`config.mk`:
```
export PLATFORM = sky130hd
export DESIGN_NAME = timer_peripheral
export DESIGN_NICKNAME = d
export VERILOG_FILES = /design/src/rtl/timer_peripheral.sv
export SDC_FILE = /design/constraint.sdc
export NUM_CORES = 1
export LEC_CHECK = 0
export CORE_MARGIN = 2
export CORE_UTILIZATION = 40
export CTS_CLUSTER_DIAMETER = 80
export DETAILED_ROUTE_END_ITERATION = 12
export PLACE_DENSITY = 0.66
export SYNTH_ARGS = -nofsm -noshare
export SYNTH_HDL_FRONTEND = slang
export SYNTH_SLANG_ARGS = --single-unit
```
`constraint.sdc`:
```
create_clock -name clk -period 2.2 [get_ports clk]
set_input_delay 0.22 -clock clk [delete_from_list [all_inputs] [get_ports clk]]
set_output_delay 0.22 -clock clk [all_outputs]
set_load 0.01 [all_outputs]
```
`src/rtl/timer_peripheral.sv`:
```
// Memory-mapped timer / LED / seven-segment / system-tick peripheral on the MEM-stage data bus.
// Optional: define TIMER_PRESCALE_EN to add a PRESCALE register (offset 0x18) and tick divider.
module timer_peripheral #(
    parameter logic [31:0] BASE_ADDR = 32'h4000_0000
) (
    input  logic        clk,
    input  logic        reset,
    input  logic        MemRead,
    input  logic        MemWrite,
    input  logic [31:0] address,
    input  logic [31:0] write_data,
    output logic [31:0] read_data,
    output logic        hit,
    output logic        IRQ,
    output logic [7:0]  led,
    output logic [11:0] ssd
);

    typedef enum logic [2:0] {
        SEL_TH       = 3'd0,
        SEL_TL       = 3'd1,
        SEL_TCON     = 3'd2,
        SEL_LED      = 3'd3,
        SEL_SSD      = 3'd4,
        SEL_SYSTICK  = 3'd5,
        SEL_PRESCALE = 3'd6,
        SEL_NONE     = 3'd7
    } reg_sel_t;

    logic [31:0] th;
    logic [31:0] tl;
    logic [2:0]  tcon;
    logic [7:0]  led_q;
    logic [11:0] ssd_q;
    logic [31:0] systick;

    logic [31:0] offset;
    reg_sel_t    sel;
    logic        wr;
    logic        tick;
    logic        overflow;

`ifdef TIMER_PRESCALE_EN
    logic [15:0] prescale;
    logic [15:0] divider;
`endif

    // Address decode: only exact word-aligned offsets inside the map select a register
    always_comb begin
        offset = address - BASE_ADDR;
        sel    = SEL_NONE;
        if (offset[1:0] == 2'b00 && offset[31:5] == '0) begin
            case (offset[4:2])
                3'd0:    sel = SEL_TH;
                3'd1:    sel = SEL_TL;
                3'd2:    sel = SEL_TCON;
                3'd3:    sel = SEL_LED;
                3'd4:    sel = SEL_SSD;
                3'd5:    sel = SEL_SYSTICK;
`ifdef TIMER_PRESCALE_EN
                3'd6:    sel = SEL_PRESCALE;
`endif
                default: sel = SEL_NONE;
            endcase
        end
    end

    assign hit = (sel != SEL_NONE);
    assign wr  = MemWrite && hit;

`ifdef TIMER_PRESCALE_EN
    assign tick = tcon[0] && (divider == prescale);

    always_ff @(posedge clk) begin
        if (reset) begin
            prescale <= '0;
            divider  <= '0;
        end else begin
            if (wr && sel == SEL_PRESCALE) begin
                prescale <= write_data[15:0];
            end
            if (!tcon[0] || (wr && sel == SEL_PRESCALE) || tick) begin
                divider <= '0;
            end else begin
                divider <= divider + 16'd1;
            end
        end
    end
`else
    assign tick = tcon[0];
`endif

    assign overflow = tick && (tl == '1);

    always_ff @(posedge clk) begin
        if (reset) begin
            th <= '0;
        end else if (wr && sel == SEL_TH) begin
            th <= write_data;
        end
    end

    always_ff @(posedge clk) begin
        if (reset) begin
            tl <= '0;
        end else if (wr && sel == SEL_TL) begin
            tl <= write_data;
        end else if (overflow) begin
            tl <= th;
        end else if (tick) begin
            tl <= tl + 32'd1;
        end
    end

    // A store to TL on the overflow cycle replaces the wrap, so no interrupt is raised for it
    always_ff @(posedge clk) begin
        if (reset) begin
            tcon <= '0;
        end else if (wr && sel == SEL_TCON) begin
            tcon <= write_data[2:0];
        end else if (overflow && tcon[1] && !(wr && sel == SEL_TL)) begin
            tcon[2] <= 1'b1;
        end
    end

    always_ff @(posedge clk) begin
        if (reset) begin
            led_q <= '0;
            ssd_q <= '0;
        end else begin
            if (wr && sel == SEL_LED) begin
                led_q <= write_data[7:0];
            end
            if (wr && sel == SEL_SSD) begin
                ssd_q <= write_data[11:0];
            end
        end
    end

    always_ff @(posedge clk) begin
        if (reset) begin
            systick <= '0;
        end else begin
            systick <= systick + 32'd1;
        end
    end

    always_comb begin
        read_data = '0;
        if (MemRead) begin
            case (sel)
                SEL_TH:       read_data = th;
                SEL_TL:       read_data = tl;
                SEL_TCON:     read_data = {29'd0, tcon};
                SEL_LED:      read_data = {24'd0, led_q};
                SEL_SSD:      read_data = {20'd0, ssd_q};
                SEL_SYSTICK:  read_data = systick;
`ifdef TIMER_PRESCALE_EN
                SEL_PRESCALE: read_data = {16'd0, prescale};
`endif
                default:      read_data = '0;
            endcase
        end
    end

    assign IRQ = tcon[2];
    assign led = led_q;
    assign ssd = ssd_q;

endmodule

```
==> metrics.md, run 1 <==
| Metric | Value |
|---|---|
| Status | `finished, violations left` |
| Failing checks | `negative setup slack` |
| Detailed-route wire length per cell | `18.9 um` |
| Maximum vdd drop | `0.532 mV` |
| Max H-tree Level | `4` |
| GP Congestion | `0.839` |
| Drt pass-1 iters | `7` |
| Syn Nets | `912` |
| Syn Inst Count | `842` |
| Via count | `7159` |
| Netlist cell types | `58` |
| Die area | `17700 um^2` |
| CTS Root Cell | `clkbuf_16` |
| Clock slew seen by the registers of the worst setup and hold paths | `0.06 ns` |
| Clk buf depth | `2` |
| Core area | `16400 um^2` |
| Diode count | `0` |
| Worst Tran Pin Value | `0.688 ns` |
| Number of warnings issued by yosys | `0` |
| TritonCTS clock tree | `built` |
| Min Tclk post-route | `2.24 ns` |
| CP Data Required Time | `1.98 ns` |
| Drt total wl | `23800 um` |
| Sequential share of the synthesized area | `35.8%` |
| Setup violations, final | `11` |
| Min-delay worst type | `in -> reg` |
| CP Data Arrival Time | `2.02 ns` |
| Share of cells above drive strength 1 | `25.9%` |
| Post-CTS Hold Fix Bufs | `0` |
| Vias per cell | `5.68` |
| Initial cell density of the core | `40.5%` |
| Pre-CTS WS | `-0.691 ns` |
| Std-Cell Rows | `47` |
| FFs w/ async S/R, synth | `0%` |
| Die width | `133 um` |
| Grt total ovfl | `0` |
| Crit path max fanout | `14` |
| PortBufs | `121` |
| Die Y | `133 um` |
| CTS Buf Count | `17` |
| Hold Path Depth | `3` |
| IO Pins | `122` |
| Post-DRT Antenna Nets | `0` |
| DRT iter0 DRCs | `747` |
| Yosys reg bits | `119` |
| CTS sink count | `119` |
| Top_reg_cell synth | `dfxtp_1` |
| Largest net degree at the start of global routing | `112` |
| Dpl hpwl | `15700 um` |
| Fmax | `446 MHz` |
| Skew final | `0.00560 ns` |
| Worst-skew pair later-pin latency | `0.43 ns` |
| # fillers | `1499` |
| Crit end category | `primary output` |
| LEAKAGE | `3.58 nW` |
| First-pass GRT wire length | `37600 um` |
| Reg2Reg Depth | `7` |
| DRC | `0` |
| Area delta synth->final | `42.2%` |
| Pwr per Cell Area | `565 nW/um^2` |
| Max Cap Viol | `0` |
| Setup ws final | `-0.0446 ns` |
| Crit path kind | `in -> out` |
| Final slew viol count | `0` |
| CP Launch Type | `primary input` |
| Mean Syn Cell Area | `7.90 um^2` |
| Relative slew margins | `54.1%` |
| Syn Std Cell Area | `6650 um^2` |
| Vias in the first global route | `6733` |
| Final core occ | `57.6%` |
| Final worst-path cycle share | `102%` |
| Total Power | `5.34 mW` |
| Unrepaired setup endpoints after global routing | `true` |
| Final hold vios | `0` |
| Number of flops mapped to enable cells by yosys | `0` |
| Initial antenna violation count | `0` |
| All-Layer GR Usage | `27.1%` |
| # nets final | `1098` |
[cells in the final DEF, fill, tap and decap left out, types with 6 or more instances in the layout]
cell | Yosys | layout
buf_4 | 4 | 93
buf_6 | 2 | 12
nor2b_1 | 7 | 7
nor4_4 | 0 | 6
clkdlybuf4s50_1 | 0 | 56
xor2_1 | 17 | 17
mux2i_1 | 32 | 32
mux2_2 | 26 | 26
inv_6 | 0 | 8
buf_12 | 0 | 10
a22oi_1 | 26 | 6
a32o_1 | 10 | 10
and4_1 | 12 | 10
nand4_1 | 18 | 18
dfxtp_1 | 119 | 118
nor3_1 | 20 | 18
or3_1 | 13 | 13
nand2_1 | 111 | 111
and2_1 | 6 | 6
xnor2_1 | 16 | 16
nand3_1 | 37 | 37
nor2_1 | 108 | 107
o21ai_0 | 30 | 30
a22oi_2 | 0 | 20
a31oi_1 | 11 | 11
and3_1 | 13 | 13
buf_2 | 15 | 46
clkbuf_16 | 0 | 17
a21oi_1 | 68 | 68
inv_1 | 6 | 6
[cell type report]
type / count / area, um^2 / share of cell area [%]
Clock inverter: 15 / 166 / 1.76
Sequential cell: 119 / 2380 / 25.2
Clock buffer: 17 / 425 / 4.50
Multi-Input combinational cell: 651 / 4190 / 44.3
Inverter: 6 / 22.5 / 0.238
Tap cell: 220 / 275 / 2.91
Timing Repair Buffer: 233 / 1990 / 21.0
[synth_stat cells, drive strengths merged (17+ instances only)]
master  count  area [um^2]
dfxtp     119         2380
nand2     111          417
nor2      108          405
a21oi      68          340
clkbuf     42          159
nand3      37          185
mux2i      32          320
o21ai      30          150
a22oi      26          195
mux2       26          293
buf        24          139
nor3       20          100
nand4      18          113
xor2       17          149
[critical path, cell delays in order]
cell             delay (ns)
clkdlybuf4s50_1        0.50
buf_12                 0.15
nor4_4                 0.05
buf_4                  0.16
buf_4                  0.13
buf_6                  0.12
buf_6                  0.12
a222oi_1               0.33
nor2_1                 0.09
buf_2                  0.14
[kinds of logic (layout without fill, tap and decap cells)]
family                   after synthesis  count (layout)  share of synthesized area, %
buffers and inverters                 72             271                          4.82
adder cells (fa/ha/maj)                2               2                         0.376
XOR/XNOR                              33              33                          4.35
AO/OA/AOI/OAI                        186             186                          18.2
multiplexers                          59              59                          9.56
flip-flops                           119             119                          35.8
AND/OR/NAND/NOR                      371             371                          26.9
[path summary, 6_finish.rpt]
path / startpoint / end / slack, ns
max: address[3] / read_data[3] / -0.04
min: reset / systick[21] / 0.33
min reg2reg: th[1] / th[1] / 0.48
max reg2reg: tl[0] / tl[21] / 0.07
[metrics by stage]
stage	std cells	hold WS [ns]	TNS (ns)	area, um^2
6_report	1261	0.331	-0.259	9450
5_1_grt	1261	0.361	-2.75	9450
4_1_cts	1264	0.345	-2.27	9420
2_1_floorplan	842	0.352	0	6650
3_5_place_dp	1212	0.468	-37.99	8660
3_3_place_gp	1212	0.458	-40.95	8660
[flip-flops by register name (all words and copies together), names as in the netlist]
name / cells
led: 8
ssd: 12
systick: 32
tcon: 3
th: 32
tl: 32
[per-layer routing]
metal | part of all wire (%) | GRT usage [%] | vias to the layer above
met5 | 0 | 0 | -
met4 | 2.6 | 9.68 | 0
met3 | 6.6 | 5.36 | 44
met2 | 47 | 43.6 | 277
met1 | 44 | 36.3 | 3406
li1 | - | - | 3432
[where the power goes]
part | switching [mW] | internal (mW)
registers | 0.0120 | 2.17
logic | 0.171 | 0.169
clock network | 1.13 | 1.69
total | 1.31 | 4.03
[what timing repair did]
action | 4_1_cts | 5_1_grt
endpoints found under the setup margin | 33 | 45
gates resized for setup | 233 | 37
pin swaps | 32 | 46
buffers inserted | 18 | 5
cloned | 5 | 0
Note: power is estimated with default switching activity, not from simulation.
==> run 2, diff against run 1 <==
--- a/config.mk
+++ b/config.mk
@@ -9,7 +9,8 @@
 export CORE_UTILIZATION = 40
 export CTS_CLUSTER_DIAMETER = 80
 export DETAILED_ROUTE_END_ITERATION = 12
-export PLACE_DENSITY = 0.66
+export DONT_BUFFER_PORTS = 1
+export MAX_ROUTING_LAYER = met4
 export SYNTH_ARGS = -nofsm -noshare
 export SYNTH_HDL_FRONTEND = slang
 export SYNTH_SLANG_ARGS = --single-unit
==> constraint.sdc (replaced) <==
create_clock -name clk -period 2.2 [get_ports clk]
set_input_delay 0.44 -clock clk [delete_from_list [all_inputs] [get_ports clk]]
set_output_delay 0.44 -clock clk [all_outputs]
set_load 0.01 [all_outputs]
==> metrics.md, run 2 (synthesized netlist as in run 1, its figures left out) <==
| Metric | Value |
|---|---|
| Detailed-route wire length per cell | `18.7 um (-1.0%)` |
| TritonCTS clock tree | `built` |
| CTS sink count | `119 (unchanged)` |
| # nets final | `967 (-12%)` |
| Worst Tran Pin Value | `0.396 ns (-0.291 ns)` |
| Crit end category | `primary output` |
| Crit path kind | `in -> out` |
| Pwr per Cell Area | `618 nW/um^2 (+9.4%)` |
| Relative slew margins | `73.6% (+19 points)` |
| Vias in the first global route | `6130 (-9.0%)` |
| Largest regs | `systick: 32 flops, th: 32 flops, tl: 32 flops` |
| Share of cells above drive strength 1 | `19.5% (-6.5 points)` |
| Min-delay worst type | `in -> reg` |
| P_sw | `1.08 mW (-18%)` |
| Setup ws final | `-0.253 ns (-0.208 ns)` |
| Skew final | `0.00851 ns (+0.00291 ns)` |
| Reg2Reg Depth | `8 (+1)` |
| Drt total wl | `21100 um (-11%)` |
| Grt total ovfl | `0 (unchanged)` |
| Worst-skew pair later-pin latency | `0.42 ns (about the same)` |
| Initial cell density of the core | `40.5% (unchanged)` |
| Sequential power share | `43.5% (+2.7 points)` |
| Failing checks | `negative setup slack` |
| Die area | `17700 um^2 (unchanged)` |
| Core area | `16400 um^2 (unchanged)` |
| Cells along the critical path | `nor4_4 -> nand4_1 -> or2_4 -> nor4_4 -> buf_4 -> buf_4 -> a22oi_1 -> nor2_1 -> buf_4` |
| All-Layer GR Usage | `24.1% (-3.1 points)` |
| CP Launch Type | `primary input` |
| Worst path bufs/invs | `3 (-4)` |
| Stages on worst setup path | `9 (-1)` |
| LEAKAGE | `2.89 nW (-19%)` |
| Post-DRT Antenna Nets | `0 (unchanged)` |
| Area delta synth->final | `22.3%` |
| CTS Root Cell | `clkbuf_16` |
| Final worst-path cycle share | `111% (+9.5 points)` |
| Dpl hpwl | `14500 um (-7.3%)` |
| GP Congestion | `0.899 (+7.2%)` |
| Largest stage delay, worst path | `0.30 ns (-0.20 ns)` |
| Hold Path Depth | `1 (-2)` |
| DRC | `0 (unchanged)` |
| P_int | `3.94 mW (-2.1%)` |
| Die Y | `133 um (unchanged)` |
| Unrepaired setup endpoints after global routing | `true` |
| Clock slew seen by the registers of the worst setup and hold paths | `0.05 ns (about the same)` |
| DRT iter0 DRCs | `547 (-27%)` |
| Clk buf depth | `2 (unchanged)` |
| # fillers | `1597 (+6.5%)` |
| Cell family with most CP delay | `simple AND/OR/NAND/NOR gates` |
| Status | `finished, violations left` |
| CP Data Required Time | `1.76 ns (-0.22 ns)` |
| Crit path max fanout | `6 (-8)` |
| Total Power | `5.02 mW (-6.0%)` |
| Final hold vios | `0 (unchanged)` |
| WHS | `0.0844 ns (-0.247 ns)` |
| Die width | `133 um (unchanged)` |
| Final slew viol count | `0 (unchanged)` |
| Most frequent cells in the layout | `dfxtp_1 (118), nand2_1 (111), nor2_1 (107)` |
| First-pass GRT wire length | `32900 um (-12%)` |
| Std-Cell Rows | `47 (unchanged)` |
| Max H-tree Level | `4 (unchanged)` |
| IO Pins | `122 (unchanged)` |
| Fmax | `408 MHz (-8.5%)` |
| Commonest non-fill, non-tap cell in the layout | `dfxtp_1` |
| Sw Share | `21.5% (-3.1 points)` |
| Min Tclk post-route | `2.45 ns (+0.208 ns)` |
| Max Cap Viol | `0 (unchanged)` |
| Maximum vdd drop | `0.563 mV (+5.8%)` |
| PortBufs | `0 (-100%)` |
| Most Frequent Cell on Critical Path | `buf_4` |
| CP Data Arrival Time | `2.01 ns (about the same)` |
| Via count | `6574 (-8.2%)` |
| Largest net degree at the start of global routing | `113 (+0.89%)` |
| Setup violations, final | `31 (+20)` |
| CTS Buf Count | `17 (unchanged)` |
| Max stage delay cell, worst path | `or2_4` |
| Diode count | `0 (unchanged)` |
| Vias per cell | `5.82 (+2.5%)` |
| Initial antenna violation count | `0 (unchanged)` |
| Drt pass-1 iters | `7 (unchanged)` |
| Combinational fraction of design power | `2.1% (-4.3 points)` |
| Clock network fraction of total power | `54.4% (+1.6 points)` |
-- run 2: routing by layer --
metal	vias to the layer above	wire length [um]	global-route usage, %
li1	3150	-	-
met1	3161	9490	31.5
met2	236	10100	38.3
met3	27	1290	4.64
met4	0	300	6.21
met5	-	0	-
-- run 2: per-stage QoR --
step                utilization [%]  std cells  TNS [ns]  worst slack [ns]  cell area (um^2)
finish                         49.5       1130     -5.86            -0.253              8130
CTS                            49.2       1126     -5.92            -0.224              8070
global route                   49.5       1130    -10.17            -0.361              8130
floorplan                         -        842     -4.56            -0.178              6720
global placement               45.6       1094     -8.26            -0.282              7480
detailed placement             45.6       1094     -9.84            -0.320              7480
-- run 2: path summary, 6_finish.rpt --
kind                   start       endpoint  slack (ns)
hold reg to reg       th[13]         th[13]        0.47
hold / removal         reset         th[24]        0.08
setup / recovery  address[1]  read_data[10]       -0.25
setup reg to reg       tl[1]         tl[16]        0.08
-- run 2: final cells by class --
type	instances	area (um^2)	share of cell area, %
inverters	6	22.5	0.277
repair buffers	102	827	10.2
clock buffers	23	468	5.76
multi-input cells	651	4050	49.9
flip-flops and latches	119	2380	29.3
clock inverters	9	100	1.23
well taps	220	275	3.39
-- run 2: power by group through the flow --
stage                     Combinational [mW]  Sequential [mW]  Clock, mW
after floorplan                        0.120             2.23          0
after global placement                 0.104             2.23          0
after detailed placement               0.105             2.23          0
after CTS                              0.106             2.18       2.74
after global routing                   0.116             2.19       2.84
final                                  0.107             2.18       2.73
-- run 2: what timing repair did --
item | in CTS | in global routing
gates resized for setup | 5 | 10
gates cloned | 0 | 1
buffers inserted | 0 | 3
endpoints found under the setup margin | 31 | 36
pin swaps | 3 | 3
hold buffers | 0 | 0
-- run 2: worst reg2reg max path, delay by kind of cell, from the launching register on --
family | cells | cell delay, ns
simple gates | 3 | 0.81
compound gates | 3 | 0.52
flops | 1 | 0.34
fa+ha+maj | 1 | 0.20
buf+inv | 1 | 0.19
